--- src/rtl/mem_access_if.sv ---
// Data-RAM port between the memory stage (master) and the data RAM (slave).
// A request is raised in ram_req_o and completed by a one-cycle ram_ack_i pulse.
interface mem_access_if #(
  parameter int DATA_W = 32
);
  logic              ram_req_o;
  logic              ram_we_o;
  logic [3:0]        ram_be_o;
  logic [31:0]       ram_addr_o;
  logic [DATA_W-1:0] ram_wdata_o;
  logic [DATA_W-1:0] ram_rdata_i;
  logic              ram_ack_i;

  modport master (
    output ram_req_o,
    output ram_we_o,
    output ram_be_o,
    output ram_addr_o,
    output ram_wdata_o,
    input  ram_rdata_i,
    input  ram_ack_i
  );

  modport slave (
    input  ram_req_o,
    input  ram_we_o,
    input  ram_be_o,
    input  ram_addr_o,
    input  ram_wdata_o,
    output ram_rdata_i,
    output ram_ack_i
  );
endinterface

--- src/rtl/mem_access.sv ---
// Memory stage: runs a req/ack RAM transaction for loads/stores while stalling
// upstream, and forms the write-back bundle for the mem/wb register.
module mem_access #(
  parameter int         DATA_W = 32,
  parameter logic [4:0] LB_OP  = 5'h10,
  parameter logic [4:0] LW_OP  = 5'h11,
  parameter logic [4:0] SB_OP  = 5'h12,
  parameter logic [4:0] SW_OP  = 5'h13
) (
  input  logic              clk,
  input  logic              rst,
  input  logic              valid_i,
  input  logic              we_i,
  input  logic [4:0]        waddr_i,
  input  logic [DATA_W-1:0] wdata_i,
  input  logic [4:0]        aluop_i,
  input  logic [31:0]       mem_addr_i,
  input  logic [DATA_W-1:0] reg2_i,
  output logic              we_o,
  output logic [4:0]        waddr_o,
  output logic [DATA_W-1:0] wdata_o,
  output logic              stall_from_mem,
  output logic              err_o,
  mem_access_if.master      ram
);

  typedef enum logic [1:0] {IDLE, REQ, DONE} state_t;

  state_t            state;
  logic [DATA_W-1:0] load_q;

  logic is_lb, is_lw, is_sb, is_sw;
  logic is_load, is_store, is_mem, misaligned, aligned_mem;

  // Little-endian byte lane select with sign extension for LB.
  function automatic logic [DATA_W-1:0] load_byte(input logic [DATA_W-1:0] word,
                                                  input logic [1:0] lane);
    logic signed [7:0] b;
    b = word[8*lane +: 8];
    return {{(DATA_W-8){b[7]}}, b};
  endfunction

  always_comb begin
    is_lb       = (aluop_i == LB_OP);
    is_lw       = (aluop_i == LW_OP);
    is_sb       = (aluop_i == SB_OP);
    is_sw       = (aluop_i == SW_OP);
    is_load     = is_lb || is_lw;
    is_store    = is_sb || is_sw;
    is_mem      = valid_i && (is_load || is_store);
    // Only word accesses can be misaligned; byte accesses pick a lane instead.
    misaligned  = is_mem && (is_lw || is_sw) && (mem_addr_i[1:0] != 2'b00);
    aligned_mem = is_mem && !misaligned;
  end

  // Transaction FSM; RAM port fields are latched on IDLE->REQ and held until done.
  always_ff @(posedge clk) begin
    if (rst) begin
      state           <= IDLE;
      ram.ram_req_o   <= 1'b0;
      ram.ram_we_o    <= 1'b0;
      ram.ram_be_o    <= 4'h0;
      ram.ram_addr_o  <= '0;
      ram.ram_wdata_o <= '0;
      load_q          <= '0;
    end else begin
      case (state)
        IDLE: begin
          if (aligned_mem) begin
            state          <= REQ;
            ram.ram_req_o  <= 1'b1;
            ram.ram_we_o   <= is_store;
            ram.ram_addr_o <= {mem_addr_i[31:2], 2'b00};
            if (is_sb) begin
              ram.ram_be_o    <= 4'b0001 << mem_addr_i[1:0];
              ram.ram_wdata_o <= {(DATA_W/8){reg2_i[7:0]}};
            end else begin
              ram.ram_be_o    <= 4'hF;
              ram.ram_wdata_o <= reg2_i;
            end
          end
        end
        REQ: begin
          if (ram.ram_ack_i) begin
            state         <= DONE;
            ram.ram_req_o <= 1'b0;
            load_q        <= is_lb ? load_byte(ram.ram_rdata_i, mem_addr_i[1:0])
                                   : ram.ram_rdata_i;
          end
        end
        DONE:    state <= IDLE;
        default: state <= IDLE;
      endcase
    end
  end

  // Write-back bundle: bubble while a memory op is in progress.
  always_comb begin
    we_o           = 1'b0;
    wdata_o        = wdata_i;
    stall_from_mem = 1'b0;
    err_o          = 1'b0;
    waddr_o        = waddr_i;
    if (rst) begin
      wdata_o = '0;
    end else begin
      case (state)
        IDLE: begin
          stall_from_mem = aligned_mem;
          err_o          = misaligned;
          we_o           = we_i && valid_i && !is_mem;
        end
        REQ:  stall_from_mem = 1'b1;
        DONE: begin
          we_o    = we_i;
          wdata_o = is_load ? load_q : wdata_i;
        end
        default: ;
      endcase
    end
  end

endmodule
--- src/flat_wrapper.sv ---
// flat-port wrapper written by rule: the top's interface ports become plain ports
module mem_access_flat 
#(
  parameter int         DATA_W = 32,
  parameter logic [4:0] LB_OP  = 5'h10,
  parameter logic [4:0] LW_OP  = 5'h11,
  parameter logic [4:0] SB_OP  = 5'h12,
  parameter logic [4:0] SW_OP  = 5'h13
)
  (clk, rst, valid_i, we_i, waddr_i, wdata_i, aluop_i, mem_addr_i, reg2_i, we_o, waddr_o, wdata_o, stall_from_mem, err_o, ram_ram_req_o, ram_ram_we_o, ram_ram_be_o, ram_ram_addr_o, ram_ram_wdata_o, ram_ram_rdata_i, ram_ram_ack_i);
  mem_access_if #(.DATA_W(DATA_W)) ram_i ();
  input  logic clk;
  input  logic rst;
  input  logic valid_i;
  input  logic we_i;
  input  logic [4:0] waddr_i;
  input  logic [DATA_W-1:0] wdata_i;
  input  logic [4:0] aluop_i;
  input  logic [31:0] mem_addr_i;
  input  logic [DATA_W-1:0] reg2_i;
  output logic we_o;
  output logic [4:0] waddr_o;
  output logic [DATA_W-1:0] wdata_o;
  output logic stall_from_mem;
  output logic err_o;
  output wire logic [$bits(ram_i.ram_req_o)-1:0] ram_ram_req_o;
  output wire logic [$bits(ram_i.ram_we_o)-1:0] ram_ram_we_o;
  output wire logic [$bits(ram_i.ram_be_o)-1:0] ram_ram_be_o;
  output wire logic [$bits(ram_i.ram_addr_o)-1:0] ram_ram_addr_o;
  output wire logic [$bits(ram_i.ram_wdata_o)-1:0] ram_ram_wdata_o;
  input wire logic [$bits(ram_i.ram_rdata_i)-1:0] ram_ram_rdata_i;
  input wire logic [$bits(ram_i.ram_ack_i)-1:0] ram_ram_ack_i;
  assign ram_ram_req_o = ram_i.ram_req_o;
  assign ram_ram_we_o = ram_i.ram_we_o;
  assign ram_ram_be_o = ram_i.ram_be_o;
  assign ram_ram_addr_o = ram_i.ram_addr_o;
  assign ram_ram_wdata_o = ram_i.ram_wdata_o;
  assign ram_i.ram_rdata_i = ram_ram_rdata_i;
  assign ram_i.ram_ack_i = ram_ram_ack_i;
  mem_access #(.DATA_W(DATA_W), .LB_OP(LB_OP), .LW_OP(LW_OP), .SB_OP(SB_OP), .SW_OP(SW_OP)) u_core (.clk(clk), .rst(rst), .valid_i(valid_i), .we_i(we_i), .waddr_i(waddr_i), .wdata_i(wdata_i), .aluop_i(aluop_i), .mem_addr_i(mem_addr_i), .reg2_i(reg2_i), .we_o(we_o), .waddr_o(waddr_o), .wdata_o(wdata_o), .stall_from_mem(stall_from_mem), .err_o(err_o), .ram(ram_i));
endmodule
--- config.mk ---
export PLATFORM = sky130hd
export DESIGN_NAME = mem_access_flat
export DESIGN_NICKNAME = d
export VERILOG_FILES = /design/src/rtl/mem_access_if.sv /design/src/rtl/mem_access.sv /design/src/flat_wrapper.sv
export SDC_FILE = /design/constraint.sdc
export NUM_CORES = 1
export LEC_CHECK = 0
export BUFFER_PORTS_ARGS = -buffer_cell sky130_fd_sc_hd__buf_2
export CAP_MARGIN = 20
export CORE_AREA = 2 2 118 97
export DETAILED_ROUTE_END_ITERATION = 8
export DIE_AREA = 0 0 120 99
export GPL_TIMING_DRIVEN = 0
export PLACE_DENSITY = 0.88
export SETUP_SLACK_MARGIN = 0.1
export SYNTH_ARGS = -nofsm -noshare
export SYNTH_HDL_FRONTEND = slang
export SYNTH_SLANG_ARGS = --single-unit
--- constraint.sdc ---
create_clock -name clk -period 1.7 [get_ports clk]
set_input_delay 0.17 -clock clk [delete_from_list [all_inputs] [get_ports clk]]
set_output_delay 0.17 -clock clk [all_outputs]
set_load 0.03 [all_outputs]
== Word-level counts from Yosys, hierarchy flattened ==
Index checks and enable logic that the tools add are counted.

* Input bits: 143
* Flip-flop bits (word level): 102
* Logic and storage cells: 54
* Output and inout port bits: 110

* Reductions and logical operators: 19
* Shift-type cells: 2
* Muxes and demuxes: 18
* Eq/ne operators: 8

{| class="wikitable"
|+ Operators with widths
! kind !! number
|-
| $mux 32 || 5
|-
| $shiftx 32x6->8 || 1
|-
| $eq 5x5->1 const B || 4
|-
| $logic_and 1x1->1 || 6
|-
| $mux 1 || 6
|-
| $pmux 1 s2 || 3
|-
| $reduce_and 2->1 || 3
|-
| $logic_or 1x1->1 || 4
|-
| $mux 2 || 2
|-
| $mux 4 || 1
|-
| $pmux 2 s2 || 1
|-
| $reduce_bool 2->1 || 2
|-
| $shl 1x2->4 const A || 1
|-
| $reduce_and 3->1 || 1
|-
| $eq 2x1->1 const B || 1
|-
| $eq 2x2->1 const B || 1
|-
| $logic_not 1->1 || 2
|-
| $logic_not 2->1 || 1
|-
| $ne 2x1->1 const B || 1
|-
| $ne 2x2->1 const B || 1
|}

== Depth between registers and ports, before layout ==
* Depth in word-level cells: 10
* Gate-level depth with buffers: 7
* Depth with buffers taken out: 4

== Least setup slack after synthesis ==
No wires, ideal clock.

* Kind: reg-to-output
* Start point: reg u_core.state[0]
* End point: out stall_from_mem
* Stages on the path, launching flop included: 7
* Buffers on the path: 2
* Data required time: 1.530 ns
* Setup slack: -0.379 ns
* Data arrival time: 1.909 ns
* Cells stage by stage: dfxtp_1 nor4b_4 and4b_1 buf_2 buf_2 nor2_1 nor3_1

* Cells in the longest elaborated chain, start to end: 3
* Elaborated cells on any way between the ends: 4
* Classes of those cells: eq/ne: 1; mux: 2; reduce/logical: 1

{| class="wikitable"
|+ RTL lines
! element !! line !! text
|-
| from (decl) || mem_access.sv:29 || <nowiki>state_t state;</nowiki>
|-
| from (signal assigned) || mem_access.sv:59 || <nowiki>state <= IDLE;</nowiki>
|-
| from (signal assigned) || mem_access.sv:70 || <nowiki>state <= REQ;</nowiki>
|-
| from (signal assigned) || mem_access.sv:85 || <nowiki>state <= DONE;</nowiki>
|-
| $eq 2x1->1 / $logic_not 2->1 (equally long branches) || mem_access.sv:107 || <nowiki>case (state)</nowiki>
|-
| $pmux 1 s2 (*) || mem_access.sv:107 ||
|-
| $mux 1 (*) || mem_access.sv:104 || <nowiki>if (rst) begin</nowiki>
|-
| to (decl) || flat_wrapper.sv:24 || <nowiki>output logic stall_from_mem;</nowiki>
|}

Every way passes the cells marked *; elsewhere a longest branch is shown, timed or not.

== Final worst setup path ==
* Start point: reg u_core.state[0]
* End point: out wdata_o[18]

* Cells in the longest elaborated chain, start to end: 3

{| class="wikitable"
|+ RTL lines
! element !! line !! text
|-
| $eq 2x2->1 || mem_access.sv:107 ||
|-
| $mux 32 || mem_access.sv:107 ||
|-
| $mux 32 || mem_access.sv:104 ||
|-
| to (decl) || flat_wrapper.sv:23 || <nowiki>output logic [DATA_W-1:0] wdata_o;</nowiki>
|}

Every way passes these cells.

==> results.py <==
metrics = {
    "synthesis": {
        "synth_area_per_cell_um2": 7.79,
        "synth-seq-area-share": 0.420,
        "synthCells": 624,
        "synth_xor_area_frac": 0,
        "synthSimpleGateAreaFrac": 0.271,
        "synth-seq-cells": 102,
        "synth-edff-count": 0,
        "yosys_warnings": 0,
        "synth_top_family_by_area": "simple AND/OR/NAND/NOR gates",
        "synthFlopType": "dfxtp_1",
        "synth-compound-area-share": 0.199,
        "synth_cell_type_count": 36,
        "mappedNetlistArea_um2": 4860,
        "async_reset_ff_frac": 0,
        "synth_mux_area_frac": 0.0209,
        "synthAdderAreaFrac": 0,
    },
    "finish": {
        "syn_to_final_growth_pct": 83.1,
        "seq_area_um2": 2050,
        "multi_input_area_um2": 3660,
        "antennaDiodeCount": 0,
        "fin_area_um2": 8890,
        "n_fill_cell": 585,
        "final_nets": 1065,
        "layout-drive-gt1-share": 0.652,
    },
    "power_and_ir_drop": {
        "comb_power_share": 0.217,
        "p_clk_frac": 0.343,
        "p_sw_uw": 1650,
        "power.density_nw_per_um2": 633,
        "swShare": 0.293,
        "power_uw": 5630,
        "ir_worst_vdd_v": 0.000655,
        "p_int_uw": 3980,
        "p_leak_uw": 0.00392,
        "p_seq_frac": 0.440,
    },
    "sta": {
        "finalHoldViolations": 0,
        "slew_violations": 0,
        "hold_slack_ps": 61.9,
        "tns_ps": -27360,
        "rsz0062_at_grt": "true",
        "fin_skew_ps": 4.78,
        "layout_setup_ws_ps": -522,
        "period_minus_slack_ps": 2220,
        "period_share": 1.31,
        "fmax_ghz": 0.450,
        "tightest_slew_ps": 917,
        "setup_viol": 102,
        "maxSlewHeadroom": 0.389,
    },
    "critical_path": {
        "r2r_slack_ps": -280,
        "r2r_end": "u_core.ram.ram_wdata_o[14]",
        "crit_arrival_ps": 2050,
        "cp-end-kind": "output pin",
        "r2r-start": "u_core.state[0]",
        "path_max_fanout": 7,
        "critPathKind": "reg2out",
        "r2r_cells": 9,
        "worst_setup_path_start_kind": "flip-flop",
        "crit_required_ps": 1530,
        "cp-startpoint": "u_core.state[0]",
    },
    "hold_path": {
        "hold_path_depth": 3,
        "worstHoldEndpoint": "u_core.ram.ram_addr_o[4]",
        "hp-start": "mem_addr_i[4]",
        "hp-class": "in2reg",
    },
    "global_routing": {
        "grt_remaining_overflow": 0,
        "grt_usage": 0.323,
        "grt_pass1_wl_mm": 30.3,
        "grt_max_degree": 16,
        "antenna_found_initial": 0,
        "grt_pass1_vias": 6039,
    },
    "clock_tree": {
        "path_clk_slew_ps": 70,
        "clock_sinks": 102,
        "cts_buffers": 9,
        "cts-root-buf": "clkbuf_16",
        "insertion_delay_ps": 340,
        "cts_tree": "built",
        "cts_hold_buf": 0,
        "htree_levels": 3,
        "ctsLongestPathBuffers": 2,
    },
    "placed_design": {
        "portBuffers": 244,
        "place_congestion": 0.909,
        "hpwl_mm": 12.8,
        "placed_area_um2": 6660,
    },
    "route": {
        "ant_nets": 0,
        "viasPerCell": 5.68,
        "drc_errors": 0,
        "routedWlPerCell_um": 20.2,
        "vias": 6087,
        "dr.pass1.iters": 5,
        "routed_wl_mm": 21.6,
        "dr.first_iter.drc_count": 421,
    },
    "floorplan": {
        "ios": 253,
        "core_um2": 10700,
        "rows": 34,
        "start_util": 0.455,
        "die_h_um": 99,
        "dieArea_um2": 11900,
        "dieWidth_um": 120,
    },
    "outcome": {
        "status": "finished with violations",
        "violations": "negative setup slack",
    },
    "flow_run": {
        "drv_cap": 0,
    },
}
worst max-delay path by stage:
stage                     endpoint  slack [ps]  depth (start not counted)
floorplan           stall_from_mem          20                          6
finish                 wdata_o[18]        -520                          8
global route           wdata_o[13]        -590                          8
global placement       wdata_o[26]        -350                          6
detailed placement     wdata_o[26]        -350                          6
CTS                    wdata_o[11]        -490                          8
synthesized netlist by cell type (2+ instances only):
| library cell | count | share of area |
|---|---|---|
| nor2b_1 | 2 | 0.0026 |
| a22o_2 | 4 | 0.0082 |
| dfxtp_1 | 102 | 0.42 |
| clkbuf_1 | 31 | 0.024 |
| buf_2 | 12 | 0.012 |
| nand2_1 | 145 | 0.11 |
| inv_1 | 8 | 0.0062 |
| nor2_1 | 72 | 0.056 |
| a211oi_2 | 17 | 0.044 |
| a221oi_1 | 7 | 0.013 |
| nand2b_1 | 2 | 0.0026 |
| clkbuf_2 | 2 | 0.0021 |
| a21oi_1 | 74 | 0.076 |
| and3b_1 | 3 | 0.0054 |
| buf_4 | 9 | 0.014 |
| nand3b_1 | 2 | 0.0031 |
| a22o_1 | 3 | 0.0054 |
| clkbuf_8 | 4 | 0.011 |
| mux2_2 | 7 | 0.016 |
| buf_6 | 5 | 0.012 |
| nor3_1 | 65 | 0.067 |
| a211oi_1 | 33 | 0.051 |
| nor4b_4 | 2 | 0.0098 |
metrics by stage:
stage / worst slack (ps) / std cells / utilization
after global placement: -350 / 1013 / 0.622
after CTS: -486 / 1061 / 0.781
after global routing: -586 / 1071 / 0.833
final: -522 / 1071 / 0.833
after floorplan: 20.5 / 625 / -
after detailed placement: -353 / 1014 / 0.624
routing by layer:
layer / part of all wire / up-vias / global-route usage
met5: 0 / - / 0
met1: 0.37 / 2886 / 0.382
li1: - / 2718 / -
met3: 0.081 / 106 / 0.0903
met4: 0.051 / 0 / 0.135
met2: 0.50 / 377 / 0.552
cell usage in the layout, fill, tap and decap left out, drive strengths merged:
cell type / synthesis / routed
dfxtp: 102 / 102
and2b: 1 / 1
nor3: 65 / 65
nand4b: 1 / 1
buf: 28 / 317
inv: 8 / 8
a211oi: 50 / 50
nand2b: 2 / 2
a22o: 7 / 7
clkbuf: 38 / 48
clkinvlp: 0 / 2
nand2: 145 / 145
nand3b: 3 / 3
or3b: 2 / 2
o211ai: 1 / 1
nor4b: 3 / 3
a21oi: 74 / 74
and3b: 3 / 3
clkinv: 0 / 1
and4b: 1 / 1
nor2: 72 / 72
mux4: 1 / 1
mux2: 7 / 7
conb: 1 / 2
a221oi: 7 / 7
nor2b: 2 / 2
repair_timing:
| action | in CTS | in global routing |
|---|---|---|
| endpoints found under the setup margin | 121 | 118 |
| pin swaps | 83 | 56 |
| buffers inserted | 18 | 11 |
| resized for setup | 292 | 129 |
| cloned | 13 | 3 |
final cells by class:
cell class / instances / area share
timing repair buffer: 287 / 0.231
tap: 144 / 0.0203
buffer: 65 / 0.0727
inverter: 8 / 0.00338
clock inverter: 3 / 0.00225
sequential: 102 / 0.230
clock buffer: 13 / 0.0281
multi-input combinational: 449 / 0.412
worst max-delay path, stage by stage, from the launching register on:
cell     delay (ps)
dfxtp_4         370
nor4b_4         290
buf_4           180
and3b_2         200
buf_12          160
buf_12          140
nand2_4          60
a21oi_4         160
buf_6           160
logic make-up after synthesis:
logic type	after synthesis
AND/OR/NAND/NOR	300
other	1
multiplexers	8
AO/OA/AOI/OAI	139
buffers and inverters	74
flip-flops	102
state kept, by name (all words and copies together) (netlist names):
name	flops
u_core.load_q	32
u_core.ram.ram_wdata_o	32
u_core.ram.ram_addr_o	30
u_core.ram.ram_be_o	4
u_core.state	2
u_core.ram.ram_req_o	1
u_core.ram.ram_we_o	1
power groups by stage:
stage / Sequential (µW) / Clock [µW] / Combinational (µW)
6_report: 2480 / 1930 / 1220
5_1_grt: 2480 / 2050 / 1270
4_1_cts: 2470 / 1940 / 1100
3_5_place_dp: 2520 / 0 / 902
3_3_place_gp: 2520 / 0 / 886
2_1_floorplan: 2600 / 0 / 470
Power figures use the tool's default switching activity.
